**config.mk**
```make
export PLATFORM = sky130hd
export DESIGN_NAME = axi_ni_request_scheduler_flat
export DESIGN_NICKNAME = d
export VERILOG_FILES = /design/src/rtl/axi_ni_request_scheduler_pkg.sv /design/src/rtl/axi_ni_request_scheduler_if.sv /design/src/rtl/axi_ni_request_scheduler_rr_arbiter.sv /design/src/rtl/axi_ni_request_scheduler.sv /design/src/flat_wrapper.sv
export SDC_FILE = /design/constraint.sdc
export NUM_CORES = 1
export LEC_CHECK = 0
export CORE_MARGIN = 2
export CORE_UTILIZATION = 25
export CTS_CLUSTER_DIAMETER = 40
export DETAILED_ROUTE_END_ITERATION = 12
export GPL_TIMING_DRIVEN = 0
export PLACE_DENSITY = 0.38
export SLEW_MARGIN = 15
export SYNTH_ARGS = -nofsm -noshare
export SYNTH_HDL_FRONTEND = slang
export SYNTH_HIERARCHICAL = 1
export SYNTH_SLANG_ARGS = --single-unit
```
**constraint.sdc**
```tcl
create_clock -name clk -period 8.9 [get_ports clk]
set_input_delay 1.78 -clock clk [delete_from_list [all_inputs] [get_ports clk]]
set_output_delay 1.78 -clock clk [all_outputs]
set_load 0.005 [all_outputs]
```
**src/rtl/axi_ni_request_scheduler_pkg.sv**
```systemverilog
// Shared types and helpers for the AXI NI request scheduler.
// Scheduler FSM encoding and slot-index width derivation.
package axi_ni_request_scheduler_pkg;

    typedef enum logic {
        SchedIdle = 1'b0,
        SchedBusy = 1'b1
    } sched_state_e;

    // A slot is {id, dir}: one extra bit on top of the ID width.
    function automatic int unsigned slot_idx_width(input int unsigned id_wd);
        return id_wd + 1;
    endfunction

    localparam int unsigned DefaultIds   = 16;
    localparam int unsigned DefaultIdWd  = 4;
    localparam int unsigned DefaultSlotWd = slot_idx_width(DefaultIdWd);

endpackage

```
**src/rtl/axi_ni_request_scheduler_if.sv**
```systemverilog
// Bundle of per-ID FIFO status, retirement pulses and grant outputs between
// the scheduler (master) and the NI request path (slave).
interface axi_ni_request_scheduler_if #(
    parameter int unsigned N     = 16,
    parameter int unsigned ID_WD = 4
) ();

    logic [N-1:0]     aw_rempty;
    logic [N-1:0]     wd_rempty;
    logic [N-1:0]     ar_rempty;
    logic             tx_gone;
    logic [N-1:0]     decr_outs_wr_cntr;
    logic [N-1:0]     decr_outs_rd_cntr;
    logic             grant_valid;
    logic [ID_WD-1:0] grant_tid;
    logic             grant_write;
    logic [N-1:0]     response_awaited;
    logic [N-1:0]     outs_wr_max;
    logic [N-1:0]     outs_rd_max;
    logic             cnt_unfl_err;

    modport master (
        input  aw_rempty, wd_rempty, ar_rempty, tx_gone,
        input  decr_outs_wr_cntr, decr_outs_rd_cntr,
        output grant_valid, grant_tid, grant_write,
        output response_awaited, outs_wr_max, outs_rd_max, cnt_unfl_err
    );

    modport slave (
        output aw_rempty, wd_rempty, ar_rempty, tx_gone,
        output decr_outs_wr_cntr, decr_outs_rd_cntr,
        input  grant_valid, grant_tid, grant_write,
        input  response_awaited, outs_wr_max, outs_rd_max, cnt_unfl_err
    );

endinterface

```
**src/rtl/axi_ni_request_scheduler_rr_arbiter.sv**
```systemverilog
// Combinational round-robin find-first-set: searches req starting one slot
// after ptr, wrapping around, and returns the first set index.
module ni_rr_arbiter #(
    parameter int unsigned WIDTH = 32,
    localparam int unsigned IdxWd = $clog2(WIDTH)
) (
    input  logic [WIDTH-1:0] req,
    input  logic [IdxWd-1:0] ptr,
    output logic             gnt_valid,
    output logic [IdxWd-1:0] gnt_idx
);

    int unsigned slot;

    always_comb begin
        gnt_valid = 1'b0;
        gnt_idx   = '0;
        slot      = 0;
        for (int unsigned k = 1; k <= WIDTH; k++) begin
            slot = (32'(ptr) + k) % WIDTH;
            if (!gnt_valid && req[IdxWd'(slot)]) begin
                gnt_valid = 1'b1;
                gnt_idx   = IdxWd'(slot);
            end
        end
    end

endmodule

```
**src/rtl/axi_ni_request_scheduler.sv**
```systemverilog
// Per-ID request scheduler: round-robin over write/read slots, outstanding
// transaction tracking per ID, grant held until the packet has left the NI.
module axi_ni_request_scheduler
    import axi_ni_request_scheduler_pkg::*;
#(
    parameter int unsigned MAX_SUPPORTED_IDS                 = DefaultIds,
    parameter int unsigned ID_WD                             = DefaultIdWd,
    parameter logic [MAX_SUPPORTED_IDS-1:0] ID_MAP           = {MAX_SUPPORTED_IDS{1'b1}},
    parameter int unsigned LOG_MAX_OUTSTANDING_WRITES_PER_ID = 4,
    parameter int unsigned LOG_MAX_OUTSTANDING_READS_PER_ID  = 0
) (
    input logic                          clk,
    input logic                          rst,
    axi_ni_request_scheduler_if.master   bus
);

    localparam int unsigned N       = MAX_SUPPORTED_IDS;
    localparam int unsigned SLOTS   = 2 * N;
    localparam int unsigned SLOT_WD = slot_idx_width(ID_WD);
    localparam int unsigned WR_W    = LOG_MAX_OUTSTANDING_WRITES_PER_ID + 1;
    localparam int unsigned RD_W    = LOG_MAX_OUTSTANDING_READS_PER_ID + 1;
    localparam logic [WR_W-1:0] WR_LIMIT = WR_W'(1) << LOG_MAX_OUTSTANDING_WRITES_PER_ID;
    localparam logic [RD_W-1:0] RD_LIMIT = RD_W'(1) << LOG_MAX_OUTSTANDING_READS_PER_ID;

    sched_state_e       state_q, state_d;
    logic [SLOT_WD-1:0] ptr_q, ptr_d;
    logic [ID_WD-1:0]   tid_q, tid_d;
    logic               write_q, write_d;
    logic               err_q;

    logic [SLOTS-1:0]   req;
    logic               win_valid;
    logic [SLOT_WD-1:0] win_idx;
    logic               take;
    logic [N-1:0]       unfl, wr_max, rd_max, awaited;

    ni_rr_arbiter #(
        .WIDTH (SLOTS)
    ) u_arb (
        .req       (req),
        .ptr       (ptr_q),
        .gnt_valid (win_valid),
        .gnt_idx   (win_idx)
    );

    assign take = (state_q == SchedIdle) && win_valid;

    for (genvar i = 0; i < N; i++) begin : g_id
        if (ID_MAP[i]) begin : g_mapped
            logic [WR_W-1:0] wr_cnt_q;
            logic [RD_W-1:0] rd_cnt_q;
            logic            wr_inc, wr_dec, rd_inc, rd_dec;

            assign wr_inc = take && (win_idx == SLOT_WD'(2 * i));
            assign rd_inc = take && (win_idx == SLOT_WD'(2 * i + 1));
            assign wr_dec = bus.decr_outs_wr_cntr[i];
            assign rd_dec = bus.decr_outs_rd_cntr[i];

            // Simultaneous inc/dec cancel out; a lone dec at zero saturates.
            always_ff @(posedge clk) begin
                if (rst) begin
                    wr_cnt_q <= '0;
                    rd_cnt_q <= '0;
                end else begin
                    if (wr_inc && !wr_dec) wr_cnt_q <= wr_cnt_q + WR_W'(1);
                    else if (wr_dec && !wr_inc && wr_cnt_q != '0) wr_cnt_q <= wr_cnt_q - WR_W'(1);
                    if (rd_inc && !rd_dec) rd_cnt_q <= rd_cnt_q + RD_W'(1);
                    else if (rd_dec && !rd_inc && rd_cnt_q != '0) rd_cnt_q <= rd_cnt_q - RD_W'(1);
                end
            end

            assign unfl[i]    = (wr_dec && !wr_inc && wr_cnt_q == '0) ||
                                (rd_dec && !rd_inc && rd_cnt_q == '0);
            assign wr_max[i]  = (wr_cnt_q == WR_LIMIT);
            assign rd_max[i]  = (rd_cnt_q == RD_LIMIT);
            assign awaited[i] = (wr_cnt_q != '0) || (rd_cnt_q != '0);
            assign req[2*i]   = !bus.aw_rempty[i] && !bus.wd_rempty[i] && !wr_max[i];
            assign req[2*i+1] = !bus.ar_rempty[i] && !rd_max[i];
        end else begin : g_unmapped
            assign unfl[i]    = 1'b0;
            assign wr_max[i]  = 1'b0;
            assign rd_max[i]  = 1'b0;
            assign awaited[i] = 1'b0;
            assign req[2*i]   = 1'b0;
            assign req[2*i+1] = 1'b0;
        end
    end

    always_ff @(posedge clk) begin
        if (rst) begin
            state_q <= SchedIdle;
            ptr_q   <= SLOT_WD'(SLOTS - 1);
            tid_q   <= '0;
            write_q <= 1'b0;
            err_q   <= 1'b0;
        end else begin
            state_q <= state_d;
            ptr_q   <= ptr_d;
            tid_q   <= tid_d;
            write_q <= write_d;
            err_q   <= err_q | (|unfl);
        end
    end

    always_comb begin
        state_d = state_q;
        ptr_d   = ptr_q;
        tid_d   = tid_q;
        write_d = write_q;
        unique case (state_q)
            SchedIdle: begin
                if (win_valid) begin
                    state_d = SchedBusy;
                    ptr_d   = win_idx;
                    tid_d   = win_idx[SLOT_WD-1:1];
                    write_d = ~win_idx[0];
                end
            end
            SchedBusy: begin
                if (bus.tx_gone) state_d = SchedIdle;
            end
            default: state_d = SchedIdle;
        endcase
    end

    always_comb begin
        bus.grant_valid      = (state_q == SchedBusy);
        bus.grant_tid        = tid_q;
        bus.grant_write      = write_q;
        bus.response_awaited = awaited;
        bus.outs_wr_max      = wr_max;
        bus.outs_rd_max      = rd_max;
        bus.cnt_unfl_err     = err_q;
    end

endmodule

```
**src/flat_wrapper.sv**
```systemverilog
// flat-port wrapper written by rule: the top's interface ports become plain ports
module axi_ni_request_scheduler_flat import axi_ni_request_scheduler_pkg::*;
#(
    parameter int unsigned MAX_SUPPORTED_IDS                 = DefaultIds,
    parameter int unsigned ID_WD                             = DefaultIdWd,
    parameter logic [MAX_SUPPORTED_IDS-1:0] ID_MAP           = {MAX_SUPPORTED_IDS{1'b1}},
    parameter int unsigned LOG_MAX_OUTSTANDING_WRITES_PER_ID = 4,
    parameter int unsigned LOG_MAX_OUTSTANDING_READS_PER_ID  = 0
)
  (clk, rst, bus_aw_rempty, bus_wd_rempty, bus_ar_rempty, bus_tx_gone, bus_decr_outs_wr_cntr, bus_decr_outs_rd_cntr, bus_grant_valid, bus_grant_tid, bus_grant_write, bus_response_awaited, bus_outs_wr_max, bus_outs_rd_max, bus_cnt_unfl_err);
  axi_ni_request_scheduler_if #(.N((16)), .ID_WD(ID_WD)) bus_i ();
  input logic clk;
  input logic rst;
  input wire logic [$bits(bus_i.aw_rempty)-1:0] bus_aw_rempty;
  input wire logic [$bits(bus_i.wd_rempty)-1:0] bus_wd_rempty;
  input wire logic [$bits(bus_i.ar_rempty)-1:0] bus_ar_rempty;
  input wire logic [$bits(bus_i.tx_gone)-1:0] bus_tx_gone;
  input wire logic [$bits(bus_i.decr_outs_wr_cntr)-1:0] bus_decr_outs_wr_cntr;
  input wire logic [$bits(bus_i.decr_outs_rd_cntr)-1:0] bus_decr_outs_rd_cntr;
  output wire logic [$bits(bus_i.grant_valid)-1:0] bus_grant_valid;
  output wire logic [$bits(bus_i.grant_tid)-1:0] bus_grant_tid;
  output wire logic [$bits(bus_i.grant_write)-1:0] bus_grant_write;
  output wire logic [$bits(bus_i.response_awaited)-1:0] bus_response_awaited;
  output wire logic [$bits(bus_i.outs_wr_max)-1:0] bus_outs_wr_max;
  output wire logic [$bits(bus_i.outs_rd_max)-1:0] bus_outs_rd_max;
  output wire logic [$bits(bus_i.cnt_unfl_err)-1:0] bus_cnt_unfl_err;
  assign bus_i.aw_rempty = bus_aw_rempty;
  assign bus_i.wd_rempty = bus_wd_rempty;
  assign bus_i.ar_rempty = bus_ar_rempty;
  assign bus_i.tx_gone = bus_tx_gone;
  assign bus_i.decr_outs_wr_cntr = bus_decr_outs_wr_cntr;
  assign bus_i.decr_outs_rd_cntr = bus_decr_outs_rd_cntr;
  assign bus_grant_valid = bus_i.grant_valid;
  assign bus_grant_tid = bus_i.grant_tid;
  assign bus_grant_write = bus_i.grant_write;
  assign bus_response_awaited = bus_i.response_awaited;
  assign bus_outs_wr_max = bus_i.outs_wr_max;
  assign bus_outs_rd_max = bus_i.outs_rd_max;
  assign bus_cnt_unfl_err = bus_i.cnt_unfl_err;
  axi_ni_request_scheduler #(.MAX_SUPPORTED_IDS(MAX_SUPPORTED_IDS), .ID_WD(ID_WD), .ID_MAP(ID_MAP), .LOG_MAX_OUTSTANDING_WRITES_PER_ID(LOG_MAX_OUTSTANDING_WRITES_PER_ID), .LOG_MAX_OUTSTANDING_READS_PER_ID(LOG_MAX_OUTSTANDING_READS_PER_ID)) u_core (.clk(clk), .rst(rst), .bus(bus_i));
endmodule
```
==> summary by stage <==
Placed design
The final estimated routing congestion in global placement is 0.9424. The total instance count after detailed placement is 2464. The number of port buffers is 136. The wire-length estimate of the detail-placed layout is 50.57 mm.

Global routing
After global routing the overflow that remains totals 0. The number of global-route vias before repair is 13396. The first global-routing pass estimated 91.28 mm of wire.

The initial antenna violation count was 2. Entering global routing, the biggest net connects 21 pins. The overall fraction of global-route tracks in use is 0.2179.

Clocking
The number of clock buffers added by TritonCTS is 9. The CTS sink count is 108. The clock reaches the later pin of the worst-skew pair after 0.40 ns.

The number of buffers on the longest clock path is 2. The tree is rooted in a sky130_fd_sc_hd__clkbuf_16. CTS built an H-tree with a depth of 3. The count of hold-fix buffers inserted at cts is 0. The clock slew seen by the registers of the worst setup and hold paths is 0.09 ns.

TritonCTS built the clock tree.

Setup path
The startpoint-to-endpoint class of the critical path is in2reg. On the worst path, the slowest cell contributes a delay of 0.65 ns. The cell type of the slowest stage on the worst timing path is sky130_fd_sc_hd__mux4_2. Along the worst path, the maximum fanout reaches 10. STA puts the critical path data arrival time at 9.02 ns. The worst setup path endpoint is u_core/g_id[2].g_mapped.wr_cnt_q[4]. The most repeated library cell on the critical path is sky130_fd_sc_hd__mux4_2. The number of buffers and inverters on the critical path is 3. The critical path crosses 23 cells after its start point. The worst setup path is captured at a register. In this run the critical register-to-register path is launched from u_core/ptr_q[1]. The most critical setup path has its startpoint at bus_ar_rempty[6].

The largest delay contributor family on the critical path is simple AND/OR/NAND/NOR gates. Traced cell by cell, the critical path runs through clkdlybuf4s50_1, nor2_1, mux4_2, mux2_2, mux4_2, nand4bb_2, or3_1, buf_6, o41ai_1, a221oi_1, o21a_1, o21ai_2, nand4_1, and3_1, clkbuf_4, or4b_4, or3_4, fa_1, a21o_1, a21oi_1, or3b_2, and3b_1, nor3_1. The terminus of the critical flop-to-flop path is u_core/g_id[2].g_mapped.wr_cnt_q[4]. The path depth of the worst reg2reg path is 30. The data required time at the worst endpoint is 9.21 ns. The critical path launch point type is a primary input. The register-to-register setup slack is 0.31 ns.

Detailed routing
In the routed design, unresolved DRC markers number 0. For this run, the detailed router's first-pass iteration total came to 5. The first routing iteration left 1167 violations. The number of nets with antenna violations after routing is 0. In the final routed layout, each cell accounts on average for 25.01 um. The vias after detailed routing is 13869. The via count normalized by instance count is 5.556. The routed design has 62.43 mm of wire.

Die
The number of placement rows is 85. The effective utilization at floorplan is 0.2536. In this run the vertical extent of the chip is 237.9 um.

The region available for standard cell placement spans 53920 um^2. The die area is 56580 um^2. The total I/O pin count is 138. From left edge to right edge, the die measures 237.9 um.

Logic synthesis
Yosys mapped a number of flops with a built-in enable equal to 0. The number of different library cells in the post-synthesis netlist is 101. Synthesis produced 1628 cells.

For this run, the leading register cell type out of synthesis is sky130_fd_sc_hd__dfxtp_1. For this run, the number of Yosys warnings is 6. The synthesized netlist occupies a cell area of 13670 um^2. In this run, synthesis produced a sequential element count of 108. The share of the Yosys chip area taken by registers is 0.1581. The mean instance size in the synthesized netlist is 8.398 um^2. Synthesis produced a netlist with a net count of 1788. The fraction of synthesis flops using an asynchronous set or reset pin is 0.

Timing
After routing, the total negative slack on setup checks comes to 0 ns. Setup repair after global routing left no endpoint under its margin. In the finished design, the share of the clock period the worst path needs comes to 0.9786.

The hold violation count in the final report is 0. The transition time at the pin with the least slew margin is 1.217 ns. Setup violations remaining at the end of the flow were counted as 0.

The max-slew violation count is 0. The headroom to the max-slew limit is 0.1828. The worst path needs 8.710 ns of the cycle, external delays included. The clock arrives with 0.01806 ns of skew.

The upper clock frequency limit is 114.8 MHz.

Finish
The post-layout utilization of the core is 0.3107. The share of post-route cells with drive strength above 1 is 0.1512. The library cell used most frequently in the layout, excluding fill and tap cells, is sky130_fd_sc_hd__nor2_1. The library cells used most frequently in the layout, excluding fill and tap cells, are sky130_fd_sc_hd__nor2_1, sky130_fd_sc_hd__clkdlybuf4s50_1, sky130_fd_sc_hd__nand2_1, sky130_fd_sc_hd__dfxtp_1, sky130_fd_sc_hd__mux2i_1. The relative area change from synthesis to final layout is 22.52%.

The count of cells in the finished layout, fillers not included, comes to 2496. The number of filler cells placed in the layout is 5732. The area taken by multi-input logic gates is 11170 um^2. For this run, the post-layout net count is 1954. The register area is 2166 um^2.

Run status
The run finished with clean final reports.

Min path
The path class of the lowest-slack min-delay path is reg2reg. The worst hold path stage count is 2.

Job
The total of max-cap violations is 0.
-- state kept, by name (all words and copies together), names as in the netlist --
signal,cells
u_core/bus.cnt_unfl_err,1
u_core/g_id.g_mapped.wr_cnt_q,80
u_core/bus.grant_write,1
u_core/bus.grant_tid,4
u_core/ptr_q,5
u_core/bus.grant_valid,1
u_core/g_id.g_mapped.rd_cnt_q,16
-- layout make-up --
cell class,count,share of cell area
multi-input cells,1380,0.6669
flip-flops and latches,108,0.1293
repair buffers,158,0.09157
well taps,696,0.05199
plain buffers,96,0.03287
clock buffers,9,0.01344
inverters,41,0.009710
clock inverters,7,0.004108
diodes,1,0.0001494
-- per-stage QoR --
step | hold slack [ns] | worst slack [ns] | cell area, um^2
finish | 0.4666 | 0.1902 | 16750
floorplan | 0.4322 | 1.033 | 13670
global route | 0.5121 | 0.009680 | 16750
global placement | 0.4502 | -2.083 | 15900
detailed placement | 0.4498 | -1.858 | 15980
CTS | 0.4653 | 0.03444 | 16570
-- worst min-delay path by stage --
stage / endpoint / start
6_report: u_core/bus.grant_tid[0] / u_core/bus.grant_tid[0]
5_1_grt: u_core/bus.grant_tid[0] / u_core/bus.grant_tid[0]
4_1_cts: u_core/bus.grant_tid[0] / u_core/bus.grant_tid[0]
3_5_place_dp: u_core/bus.grant_tid[0] / u_core/bus.grant_tid[0]
3_3_place_gp: u_core/ptr_q[4] / u_core/ptr_q[4]
2_1_floorplan: u_core/ptr_q[4] / u_core/ptr_q[4]
-- synthesized netlist by cell type, types with 16 or more instances --
cell | instances | share of area
sky130_fd_sc_hd__buf_2 | 20 | 0.0073
sky130_fd_sc_hd__fa_1 | 16 | 0.023
sky130_fd_sc_hd__o31ai_1 | 16 | 0.0088
sky130_fd_sc_hd__clkbuf_1 | 49 | 0.013
sky130_fd_sc_hd__o21a_1 | 16 | 0.0088
sky130_fd_sc_hd__nor4_1 | 29 | 0.013
sky130_fd_sc_hd__mux4_1 | 17 | 0.033
sky130_fd_sc_hd__nor3_1 | 56 | 0.020
sky130_fd_sc_hd__buf_4 | 17 | 0.0093
sky130_fd_sc_hd__a211oi_1 | 19 | 0.010
sky130_fd_sc_hd__o21ai_0 | 57 | 0.021
sky130_fd_sc_hd__and2_1 | 20 | 0.0092
sky130_fd_sc_hd__or3_1 | 25 | 0.011
sky130_fd_sc_hd__mux4_2 | 57 | 0.094
sky130_fd_sc_hd__nand2_1 | 111 | 0.030
sky130_fd_sc_hd__a21o_1 | 29 | 0.016
sky130_fd_sc_hd__xor2_1 | 19 | 0.012
sky130_fd_sc_hd__mux2_2 | 19 | 0.016
sky130_fd_sc_hd__inv_1 | 39 | 0.011
sky130_fd_sc_hd__ha_1 | 61 | 0.056
sky130_fd_sc_hd__nor2_1 | 179 | 0.049
sky130_fd_sc_hd__xnor2_1 | 72 | 0.046
sky130_fd_sc_hd__or4_1 | 20 | 0.011
sky130_fd_sc_hd__mux2i_1 | 102 | 0.075
sky130_fd_sc_hd__nand2b_1 | 36 | 0.016
sky130_fd_sc_hd__dfxtp_1 | 108 | 0.16
sky130_fd_sc_hd__a21oi_1 | 82 | 0.030
sky130_fd_sc_hd__nor2b_1 | 32 | 0.015
sky130_fd_sc_hd__nand3_1 | 42 | 0.015
-- repair_timing --
action | CTS | global route
hold endpoints to repair | 0 | 0
buffers inserted | 14 | 4
setup endpoints to repair | 100 | 21
gates resized for setup | 61 | 38
pin swaps | 4 | 2
-- metal layers --
layer / up-vias / routed length (um) / global-route usage
met1: 6835 / 27440 / 0.2850
met3: 70 / 3192 / 0.02568
li1: 6463 / - / -
met4: 0 / 1671 / 0.06289
met2: 501 / 30130 / 0.3764
met5: - / 0 / 0
-- worst reg2reg max path: cells and delay by family, from the launching register on --
kind | cells | cell delay, ns
AO/OA/AOI/OAI | 7 | 1.44
XOR/XNOR | 1 | 0.15
adder cells (fa/ha/maj) | 2 | 0.75
buffers and inverters | 9 | 1.85
flip-flops | 1 | 0.42
multiplexers | 2 | 0.90
AND/OR/NAND/NOR | 9 | 2.96
-- cell families after synthesis --
logic type      count (synthesis)  share of synthesized area
compound gates                365                     0.1804
xor+xnor                       91                    0.05830
fa+ha+maj                      77                    0.07925
buf+inv                       140                    0.04905
flops                         108                     0.1581
mux                           204                     0.2264
simple gates                  643                     0.2485
Power is left out: the tool's default activity adds up to more than one toggle a clock period on the data nets, which glitch-free logic cannot reach.
